**src/rtl/countdown_timer_core.sv**
```systemverilog
// Settable hr:min:sec:cs countdown timer with an internal centisecond divider.
// Produces the packed 27-bit time word used by the display multiplexer.
module countdown_timer_core #(
    parameter int CLK_HZ  = 100_000_000,
    parameter int TICK_HZ = 100,
    parameter int MAX_HR  = 23
) (
    input  logic        clk,
    input  logic        reset,
    input  logic        toggle,
    input  logic        add_one,
    input  logic        add_ten,
    input  logic        ms_sw,
    input  logic        sec_sw,
    input  logic        min_sw,
    input  logic        hr_sw,
    output logic [26:0] out_time,
    output logic        running,
    output logic        done
);
    localparam int DIV_TC = CLK_HZ / TICK_HZ - 1;
    localparam int DIV_W  = (DIV_TC > 0) ? $clog2(DIV_TC + 1) : 1;
    localparam logic [DIV_W-1:0] DIV_LAST = DIV_W'(DIV_TC);

    typedef struct packed {
        logic [4:0] hr;
        logic [5:0] mn;
        logic [5:0] sc;
        logic [6:0] cs;
    } tval_t;

    typedef enum logic [1:0] {S_SET, S_RUN, S_PAUSE, S_DONE} state_t;

    state_t           state;
    tval_t            tv;
    tval_t            tv_add;
    tval_t            tv_dec;
    logic [DIV_W-1:0] div;
    logic             tick;
    logic             dec_zero;
    logic             is_add;
    logic [4:0]       inc;

    function automatic logic [6:0] wrap_add(input logic [6:0] f, input logic [4:0] d,
                                            input int range);
        logic [7:0] s;
        s = {1'b0, f} + {3'b000, d};
        return 7'(int'(s) % range);
    endfunction

    assign out_time = {tv, 3'b000};
    assign tick     = (state == S_RUN) && (div == DIV_LAST);
    assign is_add   = add_one | add_ten;

    // Field edit: highest-priority selected switch only, no carry between fields.
    always_comb begin
        tv_add = tv;
        inc    = (add_one ? 5'd1 : 5'd0) + (add_ten ? 5'd10 : 5'd0);
        if (hr_sw)
            tv_add.hr = 5'(wrap_add({2'b00, tv.hr}, inc, MAX_HR + 1));
        else if (min_sw)
            tv_add.mn = 6'(wrap_add({1'b0, tv.mn}, inc, 60));
        else if (sec_sw)
            tv_add.sc = 6'(wrap_add({1'b0, tv.sc}, inc, 60));
        else if (ms_sw)
            tv_add.cs = wrap_add(tv.cs, inc, 100);
    end

    // Borrow chain; a zero value stays at zero.
    always_comb begin
        tv_dec = tv;
        if (tv.cs != '0) begin
            tv_dec.cs = tv.cs - 7'd1;
        end else if (tv.sc != '0) begin
            tv_dec.sc = tv.sc - 6'd1;
            tv_dec.cs = 7'd99;
        end else if (tv.mn != '0) begin
            tv_dec.mn = tv.mn - 6'd1;
            tv_dec.sc = 6'd59;
            tv_dec.cs = 7'd99;
        end else if (tv.hr != '0) begin
            tv_dec.hr = tv.hr - 5'd1;
            tv_dec.mn = 6'd59;
            tv_dec.sc = 6'd59;
            tv_dec.cs = 7'd99;
        end
        dec_zero = (tv_dec == '0);
    end

    always_ff @(posedge clk or negedge reset) begin
        if (!reset) begin
            state   <= S_SET;
            tv      <= '0;
            div     <= '0;
            running <= 1'b0;
            done    <= 1'b0;
        end else begin
            case (state)
                S_SET: begin
                    div <= '0;
                    if (toggle) begin
                        if (tv != '0) begin
                            state   <= S_RUN;
                            running <= 1'b1;
                        end
                    end else if (is_add) begin
                        tv <= tv_add;
                    end
                end
                S_RUN: begin
                    if (tick) begin
                        tv  <= tv_dec;
                        div <= '0;
                        // Expiry outranks a coincident pause request.
                        if (dec_zero) begin
                            state   <= S_DONE;
                            running <= 1'b0;
                            done    <= 1'b1;
                        end else if (toggle) begin
                            state   <= S_PAUSE;
                            running <= 1'b0;
                        end
                    end else if (toggle) begin
                        state   <= S_PAUSE;
                        running <= 1'b0;
                    end else begin
                        div <= div + DIV_W'(1);
                    end
                end
                S_PAUSE: begin
                    if (toggle) begin
                        state   <= S_RUN;
                        running <= 1'b1;
                    end
                end
                S_DONE: begin
                    tv <= '0;
                    if (toggle) begin
                        state <= S_SET;
                        done  <= 1'b0;
                    end
                end
                default: begin
                    state   <= S_SET;
                    running <= 1'b0;
                    done    <= 1'b0;
                end
            endcase
        end
    end
endmodule

```
**config.mk**
```make
export PLATFORM = sky130hd
export DESIGN_NAME = countdown_timer_core
export DESIGN_NICKNAME = d
export VERILOG_FILES = /design/src/rtl/countdown_timer_core.sv
export SDC_FILE = /design/constraint.sdc
export NUM_CORES = 1
export LEC_CHECK = 0
export ABC_AREA = 0
export ABC_CLOCK_PERIOD_IN_PS = 3200
export BUFFER_PORTS_ARGS = -buffer_cell sky130_fd_sc_hd__buf_2
export CORE_UTILIZATION = 55
export DETAILED_ROUTE_END_ITERATION = 12
export GPL_ROUTABILITY_DRIVEN = 0
export PLACE_DENSITY = 0.76
export RECOVER_POWER = 100
export SLEW_MARGIN = 0
export SYNTH_ARGS = -nofsm -noshare
export SYNTH_HDL_FRONTEND = slang
export SYNTH_SLANG_ARGS = --single-unit
export TNS_END_PERCENT = 100
```
**constraint.sdc**
```tcl
create_clock -name clk -period 3.2 [get_ports clk]
set_clock_uncertainty 0.1 [all_clocks]
set_input_delay 0.16 -clock clk [delete_from_list [all_inputs] [get_ports clk]]
set_output_delay 0.16 -clock clk [all_outputs]
set_load 0.01 [all_outputs]
```
* After elaboration in Yosys (flattened, before gate mapping)
Cells that the tools add are included.
** Word-level totals
- Flip-flop bits (word level) :: 48
- Bits of input ports :: 9
- Output and inout bits :: 29
- Logic and storage cells :: 105
** Operators by class
- Add/sub/neg operators :: 10
- Divide/modulo/power cells :: 4
- Eq/ne operators :: 20
- Muxes and demuxes :: 42
- Bitwise gates (word level) :: 1
- Reductions and logical operators :: 20
** Operator list (number)
- 2-to-1 mux 24 bit :: 4
- case mux 24 bit (3 select lines) :: 1
- modulo 9 x 7 -> 32 bit, second input constant :: 2
- 2-to-1 mux 20 bit :: 2
- case mux 20 bit (2 select lines) :: 1
- 2-to-1 mux 19 bit :: 2
- modulo 9 x 6 -> 32 bit, second input constant :: 1
- modulo 9 x 8 -> 32 bit, second input constant :: 1
- != test 2 bit, second input constant :: 15
- 2-to-1 mux 13 bit :: 2
- zero test 24 bit :: 1
- nonzero test 24 bit :: 1
- 2-to-1 mux 7 bit :: 3
- adder 20 x 1 -> 20 bit, second input constant :: 1
- == test 20 bit, second input constant :: 1
- 2-to-1 mux 17 bit :: 1
- adder 6 x 5 -> 7 bit :: 2
- 2-to-1 mux 2 bit :: 7
- 2-to-1 mux 6 bit :: 2
- AND reduction 4 bit :: 3
- nonzero test 6 bit :: 2
- subtractor 6 x 1 -> 6 bit, second input constant :: 2
- 2-to-1 mux 11 bit :: 1
- 2-to-1 mux 1 bit :: 10
- 25 further kinds :: 29

* Logic depth before layout (Yosys ltp)
Gate-level depths: netlist of the first run.
- Depth in word-level cells :: 11
- Depth in mapped cells :: 14
- Gate-level depth less buffers :: 14

* Least setup slack after synthesis of the first run
No wires, ideal clock.
- Kind :: register to register
- Start point :: reg tv (netlist bit out_time[3])
- End point :: reg tv (netlist bit out_time[7])
- Setup time :: 0.110 ns
- Arrival time :: 3.017 ns
- Data required time :: 2.990 ns
- Setup slack :: -0.027 ns
- Stages on the path, launching flop included :: 15
- Period minus slack after synthesis :: 3.227 ns
- Path through :: dfrtp_1 ha_1 inv_1 fa_1 and3b_1 o211ai_1 xor2_1 a31oi_1 ha_1 inv_1 a311oi_1 a41oi_1 a21oi_1 and2_1 o41ai_1
** Between the ends
- Cells in the longest elaborated chain, start to end :: 9
** RTL lines
- start, declared :: RTL line 35 : tval_t tv;
- start signal, assigned :: RTL line 107 : tv <= tv_add;
- start signal, assigned :: RTL line 112 : tv <= tv_dec;
- adder 7 x 5 -> 8 bit :: RTL line 47 : s = {1'b0, f} + {3'b000, d};
- modulo 9 x 8 -> 32 bit :: RTL line 48 : return 7'(int'(s) % range);
- 2-to-1 mux 7 bit :: RTL line 65 : else if (ms_sw)
- 2-to-1 mux 7 bit :: RTL line 63 : else if (sec_sw)
- 2-to-1 mux 13 bit :: RTL line 61 : else if (min_sw)
- 2-to-1 mux 19 bit :: RTL line 59 : if (hr_sw)
- 2-to-1 mux 24 bit :: RTL line 106 : end else if (is_add) begin
- 2-to-1 mux 24 bit :: RTL line 101 : if (toggle) begin
- case mux 24 bit (3 select lines) * :: RTL line 98 : case (state)
Every way passes the cells marked *; elsewhere a longest branch is shown, timed or not. The select of a mux whose other input is x is not followed.
A chain may end at the register's enable or synchronous reset.

* Worst setup path in the final report of the first run
- Start point :: reg tv (netlist bit out_time[3])
- End point :: reg tv (netlist bit out_time[6])
Same word-level chain as after synthesis.

==> results of run 1 <==
==> sequential cells by signal, summed over array words and instances, names as in the netlist <==
register,flops
div,20
state,2
running,1
out_time,24
done,1
==> repair_timing <==
item | CTS | global route
gates resized for setup | 5 | 21
pin swaps | 2 | 9
buffers inserted | 3 | 1
endpoints found under the hold margin | 41 | 0
hold buffers | 1 | 0
endpoints found under the setup margin | 4 | 5
==> layout by cell type (no fill, tap or decap), types with 4 or more instances in the layout <==
| master | instances |
|---|---|
| o211ai_1 | 9 |
| clkbuf_8 | 5 |
| clkbuf_1 | 14 |
| o31ai_1 | 13 |
| nor2b_1 | 6 |
| or3_1 | 10 |
| a21o_1 | 5 |
| dfrtp_1 | 47 |
| buf_2 | 29 |
| a22oi_1 | 4 |
| nor4_1 | 7 |
| a211oi_1 | 4 |
| and3_1 | 7 |
| nand2_1 | 55 |
| nor2_1 | 50 |
| and2_1 | 7 |
| o21ai_0 | 64 |
| nand4_1 | 11 |
| nor3_1 | 15 |
| xnor2_1 | 6 |
| xor2_1 | 8 |
| ha_1 | 19 |
| mux2i_1 | 5 |
| inv_1 | 20 |
| nand3b_1 | 4 |
| a31oi_1 | 14 |
| a21oi_1 | 22 |
| buf_4 | 37 |
| and3b_1 | 4 |
| nand3_1 | 18 |
| or4_1 | 5 |
| nand2b_1 | 7 |
| nor3b_1 | 5 |
==> how the worst min path moves through the flow <==
stage | from | to | slack (ps) | depth (start not counted)
global route | toggle | state[0]$_DFFE_PN0P_ | 70 | 2
floorplan | reset | div[0]$_DFFE_PN0P_ | -240 | 0
finish | toggle | state[0]$_DFFE_PN0P_ | 60 | 2
global placement | reset | out_time[6]$_DFFE_PN0P_ | 270 | 1
detailed placement | reset | div[17]$_DFFE_PN0P_ | 280 | 1
CTS | toggle | state[0]$_DFFE_PN0P_ | 50 | 2
==> final cells by class <==
| cell class | count | area share |
|---|---|---|
| clock inverter | 3 | 0.009364 |
| sequential | 48 | 0.2368 |
| multi-input combinational | 462 | 0.6010 |
| timing repair buffer | 82 | 0.09783 |
| tap | 102 | 0.02514 |
| inverter | 22 | 0.01626 |
| clock buffer | 5 | 0.01355 |
==> logic make-up (layout without fill, tap and decap cells) <==
kind of cell | Yosys count | after routing | share of synthesized area
AOI/OAI and AO/OA | 184 | 184 | 0.2749
xor gates and xnor gates | 15 | 15 | 0.02985
adders and majority gates | 24 | 24 | 0.07504
buffers and inverters | 62 | 112 | 0.05912
DFF | 48 | 48 | 0.2729
muxes | 5 | 5 | 0.01137
other | 1 | 3 | 0.0008519
and+or+nand+nor | 231 | 231 | 0.2760
==> metal layers <==
layer	GRT usage	vias to the layer above	wire, um
met1	0.4332	2247	5693
met5	0	-	0
met2	0.5207	200	6125
li1	-	2215	-
met4	0.08598	0	223
met3	0.03350	23	779
==> report_power, final <==
part	internal, mW	switching, mW	leakage, nW
registers	0.759	0.238	0.625
logic	1.08	1.59	1.43
clock network	0.236	0.225	0.0583
total	2.07	2.06	2.11
==> critical path: cells and delay by family (launching register included) <==
kind	cells	cell delay, ps
fa+ha+maj	3	640
simple gates	3	650
xor+xnor	1	180
flops	1	430
buf+inv	3	220
compound gates	5	750
==> summary.txt, run 1 <==
Placed Area - 0.004853 sq mm
Layout cell share with drive strength beyond 1 - 0.1785
Pleak - 2.111 nW
H-tree depth - 2
Period utilisation layout - 0.9663
Diode count - 0
Slew HR - 0.3547
Clock transition at the registers of the reported paths - 100 ps
CP Class - reg -> reg
Worst-path cell chain - ha_4 > inv_2 > fa_2 > and3b_2 > buf_6 > or3_4 > nand2_2 > a31oi_1 > ha_1 > inv_2 > a311oi_4 > a41oi_2 > a21oi_2 > xor2_1 > o21ai_1
Clock Latency Late Sink - 310 ps
CP max-delay cell - dfrtp_2
Layout area overhead - 15.35%
Grt ovf - 0
Max Freq - 323.4 MHz
Depth of the worst register-to-register path - 15
Critical path startpoint - out_time[3]$_DFFE_PN0P_
Final Max Slew Viols - 0
Wirelength per Cell - 17.71 um
CTS max path bufs - 2
Core area - 0.007727 sq mm
Vias post-DR - 4685
Final non-filler cell total - 724
Synth area leader - dfrtp_1
Worst hold slack - 55.74 ps
First-pass GRT wire length - 21320 um
Chip Width - 91.46 um
Synthesis warning total - 0
Worst path required time - 3290 ps
CP arrival - 3180 ps
Post-layout util - 0.6571
Clock Sinks - 48
CP Launch Type - register
CTS tree - built
Final Routed Wirelength - 12820 um
HP Class - in -> reg
ANT nets after route - 0
Post-synth EDFFs - 0
Final Net Count - 654
Largest net degree at the start of global routing - 43
Status - finished clean
Post-layout instance area - 0.005077 sq mm
CP max FO - 4
Max cap viols - 0
# setup viols final - 0
Pwr/cell area - 813.5 mW/mm^2
Total global-route track usage - 0.3137
Initial antenna violation count - 0
Total area of sequential cells - 0.001202 sq mm
Reg-to-reg setup timing slack - 110 ps
Num rows - 32
Drt via density - 6.471
Vias in the first global route - 4402
Placed cell count - 711
Fill count - 649
Worst r2r dst - out_time[6]$_DFFE_PN0P_
Syn avg cell area - 7.722 sq um
Seq/Total Area, Yosys - 0.2729
Yosys top cell area share - 0.2729
Area occupied by multi-input gates - 0.003052 sq mm
Total power - 4.131 mW
Unique cell type count in the Yosys netlist - 71
Ys flop type - dfrtp_1
Clock root buffer - clkbuf_8
Register bit total from synthesis - 48
Max incr delay on CP - 430 ps
Post-synth top cells - o21ai_0 (66), nand2_1 (56), nor2_1 (50)
Initial drt markers - 339
Detailed-router iteration count before antenna repair - 5
VDD IR max - 0.0003990 V
Endpoints failing hold - 0
TritonCTS buffer count - 5
RSZ-0062 raised after global routing - yes
PortBufs - 34
# DRC - 0
Num ports - 38
Actual slew at the worst max-slew pin - 968.0 ps
Top post-synthesis cells by area - dfrtp_1 (27%), o21ai_0 (7.5%), ha_1 (5.7%), nand2_1 (4.8%), nor2_1 (4.3%)
Worst Setup EP - out_time[6]$_DFFE_PN0P_
Die Y - 91.46 um
Cell count after synthesis - 570
Most common cell in the synthesized netlist - o21ai_0
Total Neg Setup Slack - 0 ps
Final WS setup - 108.0 ps
DIE AREA - 0.008365 sq mm
Synth async-reset ratio - 1.000
Endpoint class of the critical path - register
Most frequent CP cell - inv_2
R2r startpoint - out_time[3]$_DFFE_PN0P_
Initial Utilization - 0.5696
Final min period - 3092 ps
DP Wirelength - 9309 um
Syn Std Cell Area - 0.004402 sq mm
Dpl ws - -82.60 ps
Note: power is estimated with default switching activity, not from simulation.
==> inputs of run 2 (changes only) <==
--- a/config.mk
+++ b/config.mk
@@ -11,7 +11,7 @@
 export CORE_UTILIZATION = 55
 export DETAILED_ROUTE_END_ITERATION = 12
 export GPL_ROUTABILITY_DRIVEN = 0
-export PLACE_DENSITY = 0.76
+export PLACE_DENSITY = 0.77
 export RECOVER_POWER = 100
 export SLEW_MARGIN = 0
 export SYNTH_ARGS = -nofsm -noshare
==> run 2 against run 1 <==
- maximum frequency increased by 0.90%
- sequential power about the same
- die area unchanged
- wire length decreased by 1.6%
- sequential share of layout area increased by 0.29 points
- non-clock buffer count decreased by 2
- hold slack improved by 8.1 ps
- largest power group unchanged
==> summary.txt, run 2 (same netlist as run 1, synthesis figures left out) <==
CTS max path bufs - 2 (unchanged)
Initial antenna violation count - 0 (unchanged)
Final Routed Wirelength - 12610 um (-1.6%)
Switching share of power - 0.5060 (+0.008341)
Initial drt markers - 479 (+41%)
VDD IR max - 0.0003540 V (-11%)
CP max FO - 7 (+3)
Most frequent cells in the layout - o21ai_0 (64), nand2_1 (56), nor2_1 (50)
Clock power share - 0.103 (-0.009)
Layout area overhead - 13.96%
Clock transition at the registers of the reported paths - 100 ps (about the same)
Pleak - 2.083 nW (-1.3%)
Endpoints failing hold - 0 (unchanged)
RSZ-0062 raised after global routing - yes
Max Freq - 326.3 MHz (+0.90%)
Worst hold slack - 63.80 ps (+8.063 ps)
Worst path required time - 3300 ps (about the same)
Vias in the first global route - 4330 (-1.6%)
Diode count - 0 (unchanged)
DP Wirelength - 9304 um (about the same)
Num ports - 38 (unchanged)
# setup viols final - 0 (unchanged)
Die Y - 91.46 um (unchanged)
CP arrival - 3160 ps (-20 ps)
CTS tree - built
Wirelength per Cell - 17.47 um (-1.3%)
Status - finished clean
Clock Latency Late Sink - 310 ps (about the same)
Core area - 0.007727 sq mm (unchanged)
Final non-filler cell total - 722 (-0.28%)
Vias post-DR - 4695 (+0.21%)
TritonCTS buffer count - 5 (unchanged)
Actual slew at the worst max-slew pin - 1358 ps (+390.0 ps)
Detailed-router iteration count before antenna repair - 6 (+1)
Drt via density - 6.503 (+0.49%)
DIE AREA - 0.008365 sq mm (unchanged)
Endpoint class of the critical path - register
Total global-route track usage - 0.3071 (-0.006607)
Number of flip-flops in the largest register - 24 (unchanged)
PortBufs - 34 (unchanged)
Largest net degree at the start of global routing - 37 (-14%)
Area occupied by multi-input gates - 0.003022 sq mm (-0.98%)
Final Max Slew Viols - 0 (unchanged)
Layout cell share with drive strength beyond 1 - 0.1661 (-0.01233)
Clock Sinks - 48 (unchanged)
Sequential share of power - 0.251 (+0.010)
Chip Width - 91.46 um (unchanged)
Period utilisation layout - 0.9576 (-0.008619)
H-tree depth - 2 (unchanged)
Pwr/cell area - 803.7 mW/mm^2 (-1.2%)
CP Class - reg -> reg
Final Net Count - 652 (-0.31%)
Num rows - 32 (unchanged)
Slew HR - 0.09279 (-0.2619)
Commonest non-fill, non-tap cell in the layout - o21ai_0
Total area of sequential cells - 0.001202 sq mm (unchanged)
CP Launch Type - register
Comb pwr share - 0.646 (about the same)
Post-layout util - 0.6491 (-0.007934)
Pint - 1.992 mW (-4.0%)
Final min period - 3064 ps (-27.58 ps)
NetSw - 2.040 mW (-0.77%)
ANT nets after route - 0 (unchanged)
Grt ovf - 0 (unchanged)
Fill count - 683 (+5.2%)
Max cap viols - 0 (unchanged)
Placed cell count - 711 (unchanged)
HP Class - in -> reg
# DRC - 0 (unchanged)
Initial Utilization - 0.5696 (unchanged)
First-pass GRT wire length - 20940 um (-1.8%)
Clock root buffer - clkbuf_8
[run 2: cell type report]
cell class,instances,share of cell area
clock buffer,6,0.01646
timing repair buffer,80,0.09678
clock inverter,2,0.002744
multi-input combinational,462,0.6024
inverter,22,0.01646
sequential,48,0.2397
tap,102,0.02544
[run 2: power by group through the flow]
stage	sequential, mW	combinational (mW)	clock [mW]
after floorplan	1.01	1.68	0
after global placement	0.995	2.39	0
after detailed placement	1.01	2.48	0
after CTS	0.998	2.52	0.410
after global routing	1.04	2.87	0.432
final	1.01	2.61	0.415
[run 2: path summary, 6_finish.rpt]
kind                                              start                  endpoint  slack (ps)  depth (start not counted)
worst min register to register         done$_DFFE_PN0P_          done$_DFFE_PN0P_         410                          2
min in group asynchronous                         reset   out_time[9]$_DFFE_PN0P_         340                          2
worst max-delay path            out_time[3]$_DFFE_PN0P_       running$_DFFE_PN0P_         140                         11
max in group asynchronous                         reset  out_time[22]$_DFFE_PN0P_        1290                          3
worst max register to register  out_time[3]$_DFFE_PN0P_       running$_DFFE_PN0P_         140                         11
worst min-delay path                             toggle      state[0]$_DFFE_PN0P_          60                          2
[run 2: through the flow]
step	total power, mW	area (sq um)	setup slack (ps)	TNS, ps
floorplan	2.684	4410	41.83	0
global placement	3.390	4853	71.17	0
detailed placement	3.488	4853	-30.97	-30.97
CTS	3.928	4976	8.122	0
global route	4.344	5016	-16.86	-29.15
finish	4.031	5016	135.6	0
[run 2: layer usage]
layer	part of all wire	track usage	wire (um)
met4	0.033	0.1111	410
met3	0.066	0.04188	831
met1	0.43	0.4209	5410
met5	0	0	0
met2	0.47	0.4937	5960
[run 2: repair_timing]
action	4_1_cts	5_1_grt
endpoints found under the setup margin	2	8
pin swaps	1	7
resized for setup	2	15
endpoints found under the hold margin	12	0
hold buffers	1	0
setup buffers	1	1
[run 2: worst max-delay path, stage by stage (launching register included)]
cell,delay [ps]
dfrtp_2,440
buf_4,170
inv_1,70
ha_2,230
nor3b_4,230
buf_4,170
and2_1,210
nand3_1,120
or2_2,320
a2111oi_2,380
nand4_1,210
a32o_1,300
